<file path="config.mk">
export PLATFORM = sky130hd
export DESIGN_NAME = reverse_loop_sequencer_flat
export DESIGN_NICKNAME = d
export VERILOG_FILES = /design/src/rtl/reverse_loop_sequencer_if.sv /design/src/rtl/reverse_loop_sequencer.sv /design/src/flat_wrapper.sv
export SDC_FILE = /design/constraint.sdc
export NUM_CORES = 1
export LEC_CHECK = 0
export ABC_AREA = 1
export CORE_UTILIZATION = 49
export CTS_CLUSTER_DIAMETER = 80
export DETAILED_ROUTE_END_ITERATION = 7
export PLACE_DENSITY = 0.8
export SKIP_CTS_REPAIR_TIMING = 1
export SLEW_MARGIN = 0
export SYNTH_ARGS = -nofsm -noshare
export SYNTH_HDL_FRONTEND = slang
export SYNTH_SLANG_ARGS = --single-unit
</file>
<file path="constraint.sdc">
create_clock -name CLK -period 2.4 [get_ports CLK]
set_input_delay 0.48 -clock CLK [delete_from_list [all_inputs] [get_ports CLK]]
set_output_delay 0.48 -clock CLK [all_outputs]
set_load 0.03 [all_outputs]
</file>
<file path="src/rtl/reverse_loop_sequencer_if.sv">
// Stream and control bundle for the reverse (count-down) two-level loop sequencer.
// The sequencer connects through the slave modport. The driving side connects through the master modport.
interface reverse_loop_sequencer_if #(
  parameter int COUNTER_WIDTH = 8
);
  logic                     START;
  logic                     ABORT;
  logic [COUNTER_WIDTH-1:0] OuterCount;
  logic [COUNTER_WIDTH-1:0] InnerCount;
  logic                     OutReady;
  logic                     OutValid;
  logic [COUNTER_WIDTH-1:0] OuterIdx;
  logic [COUNTER_WIDTH-1:0] InnerIdx;
  logic                     LastInner;
  logic                     LastOuter;
  logic                     Busy;
  logic                     Done;

  modport master (
    output START, ABORT, OuterCount, InnerCount, OutReady,
    input  OutValid, OuterIdx, InnerIdx, LastInner, LastOuter, Busy, Done
  );

  modport slave (
    input  START, ABORT, OuterCount, InnerCount, OutReady,
    output OutValid, OuterIdx, InnerIdx, LastInner, LastOuter, Busy, Done
  );
endinterface

</file>
<file path="src/rtl/reverse_loop_sequencer.sv">
// Two-level count-down loop sequencer. It emits (outer, inner) index pairs from
// (OuterCount-1, InnerCount-1) down to (0,0) over valid/ready, followed by a one-cycle Done.
module reverse_loop_sequencer #(
  parameter int COUNTER_WIDTH = 8
) (
  input  logic                    CLK,
  input  logic                    ASYNC_RST,
  reverse_loop_sequencer_if.slave seq
);
  typedef enum logic [0:0] {
    ST_IDLE = 1'b0,
    ST_RUN  = 1'b1
  } state_t;

  localparam logic [COUNTER_WIDTH-1:0] IDX_ZERO = {COUNTER_WIDTH{1'b0}};
  localparam logic [COUNTER_WIDTH-1:0] IDX_ONE  = {{(COUNTER_WIDTH-1){1'b0}}, 1'b1};

  state_t                   state_r, state_s;
  logic [COUNTER_WIDTH-1:0] outer_idx_r, outer_idx_s;
  logic [COUNTER_WIDTH-1:0] inner_idx_r, inner_idx_s;
  logic [COUNTER_WIDTH-1:0] inner_reload_r, inner_reload_s;
  logic                     done_r, done_s;
  logic                     valid_s;

  // State, index and completion registers
  always_ff @(posedge CLK or posedge ASYNC_RST) begin
    if (ASYNC_RST) begin
      state_r        <= ST_IDLE;
      outer_idx_r    <= IDX_ZERO;
      inner_idx_r    <= IDX_ZERO;
      inner_reload_r <= IDX_ZERO;
      done_r         <= 1'b0;
    end else begin
      state_r        <= state_s;
      outer_idx_r    <= outer_idx_s;
      inner_idx_r    <= inner_idx_s;
      inner_reload_r <= inner_reload_s;
      done_r         <= done_s;
    end
  end

  // Next-state logic: abort overrides both start and transfer.
  always_comb begin
    state_s        = state_r;
    outer_idx_s    = outer_idx_r;
    inner_idx_s    = inner_idx_r;
    inner_reload_s = inner_reload_r;
    done_s         = 1'b0;
    if (seq.ABORT) begin
      state_s     = ST_IDLE;
      outer_idx_s = IDX_ZERO;
      inner_idx_s = IDX_ZERO;
    end else begin
      case (state_r)
        ST_IDLE: begin
          if (seq.START) begin
            if ((seq.OuterCount != IDX_ZERO) && (seq.InnerCount != IDX_ZERO)) begin
              inner_reload_s = seq.InnerCount;
              outer_idx_s    = seq.OuterCount - IDX_ONE;
              inner_idx_s    = seq.InnerCount - IDX_ONE;
              state_s        = ST_RUN;
            end else begin
              done_s = 1'b1;
            end
          end else begin
            state_s = ST_IDLE;
          end
        end
        ST_RUN: begin
          if (seq.OutReady) begin
            if (inner_idx_r != IDX_ZERO) begin
              inner_idx_s = inner_idx_r - IDX_ONE;
            end else if (outer_idx_r != IDX_ZERO) begin
              inner_idx_s = inner_reload_r - IDX_ONE;
              outer_idx_s = outer_idx_r - IDX_ONE;
            end else begin
              // Both indices are already zero, so IDLE reads 0 without an explicit clear.
              state_s = ST_IDLE;
              done_s  = 1'b1;
            end
          end else begin
            state_s = ST_RUN;
          end
        end
        default: begin
          state_s     = ST_IDLE;
          outer_idx_s = IDX_ZERO;
          inner_idx_s = IDX_ZERO;
        end
      endcase
    end
  end

  assign valid_s       = (state_r == ST_RUN);
  assign seq.OutValid  = valid_s;
  assign seq.Busy      = valid_s;
  assign seq.Done      = done_r;
  assign seq.OuterIdx  = outer_idx_r;
  assign seq.InnerIdx  = inner_idx_r;
  assign seq.LastInner = valid_s && (inner_idx_r == IDX_ZERO);
  assign seq.LastOuter = valid_s && (outer_idx_r == IDX_ZERO);
endmodule

</file>
<file path="src/flat_wrapper.sv">
// flat-port wrapper written by rule: the top's interface ports become plain ports
module reverse_loop_sequencer_flat 
#(
  parameter int COUNTER_WIDTH = 8
)
  (CLK, ASYNC_RST, seq_START, seq_ABORT, seq_OuterCount, seq_InnerCount, seq_OutReady, seq_OutValid, seq_OuterIdx, seq_InnerIdx, seq_LastInner, seq_LastOuter, seq_Busy, seq_Done);
  reverse_loop_sequencer_if #(.COUNTER_WIDTH(COUNTER_WIDTH)) seq_i ();
  input  logic CLK;
  input  logic ASYNC_RST;
  input wire logic [$bits(seq_i.START)-1:0] seq_START;
  input wire logic [$bits(seq_i.ABORT)-1:0] seq_ABORT;
  input wire logic [$bits(seq_i.OuterCount)-1:0] seq_OuterCount;
  input wire logic [$bits(seq_i.InnerCount)-1:0] seq_InnerCount;
  input wire logic [$bits(seq_i.OutReady)-1:0] seq_OutReady;
  output wire logic [$bits(seq_i.OutValid)-1:0] seq_OutValid;
  output wire logic [$bits(seq_i.OuterIdx)-1:0] seq_OuterIdx;
  output wire logic [$bits(seq_i.InnerIdx)-1:0] seq_InnerIdx;
  output wire logic [$bits(seq_i.LastInner)-1:0] seq_LastInner;
  output wire logic [$bits(seq_i.LastOuter)-1:0] seq_LastOuter;
  output wire logic [$bits(seq_i.Busy)-1:0] seq_Busy;
  output wire logic [$bits(seq_i.Done)-1:0] seq_Done;
  assign seq_i.START = seq_START;
  assign seq_i.ABORT = seq_ABORT;
  assign seq_i.OuterCount = seq_OuterCount;
  assign seq_i.InnerCount = seq_InnerCount;
  assign seq_i.OutReady = seq_OutReady;
  assign seq_OutValid = seq_i.OutValid;
  assign seq_OuterIdx = seq_i.OuterIdx;
  assign seq_InnerIdx = seq_i.InnerIdx;
  assign seq_LastInner = seq_i.LastInner;
  assign seq_LastOuter = seq_i.LastOuter;
  assign seq_Busy = seq_i.Busy;
  assign seq_Done = seq_i.Done;
  reverse_loop_sequencer #(.COUNTER_WIDTH(COUNTER_WIDTH)) u_core (.CLK(CLK), .ASYNC_RST(ASYNC_RST), .seq(seq_i));
endmodule
</file>
==> results of run 1 <==
[worst paths after layout]
kind / endpoint / slack, ns / cells past startpoint
max: seq_Busy / 0.15 / 1
min: u_core.seq.InnerIdx[3] / 0.50 / 3
max reg2reg: u_core.seq.OuterIdx[7] / 0.44 / 6
min reg2reg: u_core.inner_reload_r[0] / 0.51 / 2
max in group asynchronous: u_core.seq.OuterIdx[7] / 1.65 / 3
min in group CLK: u_core.inner_reload_r[0] / 0.51 / 2
[routing by layer]
metal,track usage (%),vias up,routed length (µm)
met4,7.97,0,53
li1,-,877,-
met5,0,-,0
met1,39.0,755,2020
met2,37.0,65,1770
met3,2.56,5,275
[cell families (layout without fill, tap and decap cells)]
group | Yosys count | after routing | synth area share, %
XOR/XNOR | 6 | 6 | 3.14
multiplexers | 1 | 1 | 0.599
flip-flops | 26 | 26 | 38.9
buffers and inverters | 37 | 82 | 9.13
adder cells (fa/ha/maj) | 2 | 2 | 1.50
AO/OA/AOI/OAI | 41 | 41 | 13.2
AND/OR/NAND/NOR | 132 | 132 | 33.5
[cell usage after synthesis]
library cell	count
o21ai_0	23
nand3b_1	1
o31ai_1	1
xnor2_1	4
clkbuf_1	1
buf_4	1
nor3_1	1
nor2_1	29
nor2_4	1
or2_2	1
ha_1	2
inv_2	2
buf_2	2
dfrtp_1	26
buf_6	1
nand2_2	1
nand4_1	5
nor2_2	2
nand2_1	73
a21boi_0	1
o21ai_1	8
nand3_1	16
a21oi_1	5
or3_1	1
mux2i_1	1
inv_1	30
a32o_1	1
o21ai_2	1
xor2_1	2
nand3_2	1
o21a_1	1
[report_power, final]
part	switching (mW)	internal [mW]	total, mW
Combinational	0.429	0.274	0.703
Clock	0.134	0.0930	0.227
Sequential	0.0761	0.519	0.595
[flip-flops by register name, indices dropped and copies added, names as in the netlist]
name	count
u_core.seq.Done	1
u_core.seq.OuterIdx	8
u_core.inner_reload_r	8
u_core.seq.InnerIdx	8
u_core.seq.Busy	1
[per-stage QoR]
| step | std cells | utilization, % | cell area (µm²) |
|---|---|---|---|
| floorplan | 245 | - | 1670 |
| global placement | 330 | 67.8 | 2140 |
| detailed placement | 330 | 67.8 | 2140 |
| CTS | 334 | 68.9 | 2170 |
| global route | 334 | 68.9 | 2170 |
| finish | 334 | 68.9 | 2170 |
[area by class of cell]
| class | instances | area [µm²] | share of cell area (%) |
|---|---|---|---|
| Tap cell | 44 | 55.1 | 2.53 |
| Timing Repair Buffer | 46 | 443 | 20.4 |
| Multi-Input combinational cell | 182 | 868 | 40.0 |
| Clock buffer | 4 | 36.3 | 1.67 |
| Sequential cell | 26 | 651 | 29.9 |
| Inverter | 32 | 120 | 5.53 |
==> impl_metrics.yaml, run 1 <==
clock_network:
  numCtsBuffers: 3
  cts.path.max_buffers: 2
  cts_tree: "done"
  worstSkewPairLatency_ns: 0.33
  clk_pin_slew_ns: 0.15
  cts_sinks: 26
  root_buffer: "clkbuf_4"
  htree_levels: 1
yosys:
  synth_largest_area_cell: "dfrtp_1"
  synthCells: 245
  ys_top_cells_by_area: "dfrtp_1 (39%), nand2_1 (16%), o21ai_0 (6.9%)"
  syn_area_mm2: 0.00167
  synth.yosys.warnings: 0
  synth_area_per_cell_um2: 6.82
  synth_nets: 268
  ys_seq_area_share_pct: 38.9
  synth_top_area_share_pct: 38.9
  ys_types: 31
  synth_seq_cells: 26
critical_path:
  regToRegStartpoint: "u_core.seq.Busy"
  cp.arrival_ns: 1.77
  cp_top_family: "buffers and inverters"
  crit_chain: "clkdlybuf4s50_1"
  worstPathMaxFanout: 15
  worstSetupEndpointType: "primary output"
  path_buf_inv: 1
  worstSetupStartpoint: "u_core.seq.Busy"
  critPathLaunchType: "register"
  crit_type: "reg2out"
  slowest_stage: "clkdlybuf4s50_1"
  slowest_delay_ns: 0.77
  cp_data_required_time_ns: 1.92
die:
  die_area_mm2: 0.00365
  die-width_um: 60.4
  row_count: 20
  die_y_um: 60.4
  start_util_pct: 53.0
  io_pins: 42
  coreArea_mm2: 0.00315
placement:
  port_buffers: 41
  dp_slack_ns: 0.209
  dpl.hpwl_um: 3310
  globalplace.congestion: 0.902
finish:
  num-nets-final: 314
  final_layout_size_suffix_gt1_share_pct: 6.90
  area_growth_pct: 30.0
  fill_cells: 286
  layout_commonest_cell: "nand2_1"
  final_cell_mix: "nand2_1 (73), clkdlybuf4s50_1 (39), inv_1 (30)"
  diodes: 0
drt:
  avgViaCountPerCell: 5.10
  post-route-drc-count: 0
  wl_per_cell_um: 12.3
  drtIter0Drc: 120
  wl_um: 4120
  first_pass_iters: 5
  drtAntennaViolNets: 0
  vias: 1702
pwr:
  ir_worst_vdd_mv: 0.371
  p_leak_nw: 1.05
  p_per_area_mw_per_mm2: 702
  p_total_mw: 1.53
timing:
  hold_viol: 0
  worst_slack_ns: 0.151
  layout_min_cycle_time_ns: 2.25
  clock.fmax_ghz: 0.445
  finalSetupViolCount: 0
  tns_ns: 0
  timing.hold.ws_ns: 0.500
  clock_skew_ns: 0.0105
  post-route-period-util_pct: 93.7
  tightest_slew_ns: 0.487
  slew_violations: 0
  relSlewSlack_pct: 67.5
  rsz0062_at_grt: "false"
hold_path:
  hp-class: "in2async"
grt:
  grt_pass1_wl_um: 6710
  grt_max_degree: 27
  grt_pass1_vias: 1411
  grt_usage_pct: 25.3
  overflow: 0
  grt_antenna_before_repair: 0
run_status:
  status: "complete, no violations"
job:
  drv_cap: 0
Note: power is estimated with default switching activity, not from simulation.
==> run 2, diff against run 1 <==
--- a/config.mk
+++ b/config.mk
@@ -6,6 +6,7 @@
 export NUM_CORES = 1
 export LEC_CHECK = 0
 export ABC_AREA = 1
+export CAP_MARGIN = 30
 export CORE_UTILIZATION = 49
 export CTS_CLUSTER_DIAMETER = 80
 export DETAILED_ROUTE_END_ITERATION = 7
==> results of run 2 <==
Final layout, timing and power as in run 1 (identical DEF).
==> run 3, diff against run 2 <==
--- a/config.mk
+++ b/config.mk
@@ -9,6 +9,7 @@
 export CAP_MARGIN = 30
 export CORE_UTILIZATION = 49
 export CTS_CLUSTER_DIAMETER = 80
+export CTS_CLUSTER_SIZE = 16
 export DETAILED_ROUTE_END_ITERATION = 7
 export PLACE_DENSITY = 0.8
 export SKIP_CTS_REPAIR_TIMING = 1
==> results of run 3 <==
Final layout, timing and power as in run 1 (identical DEF).
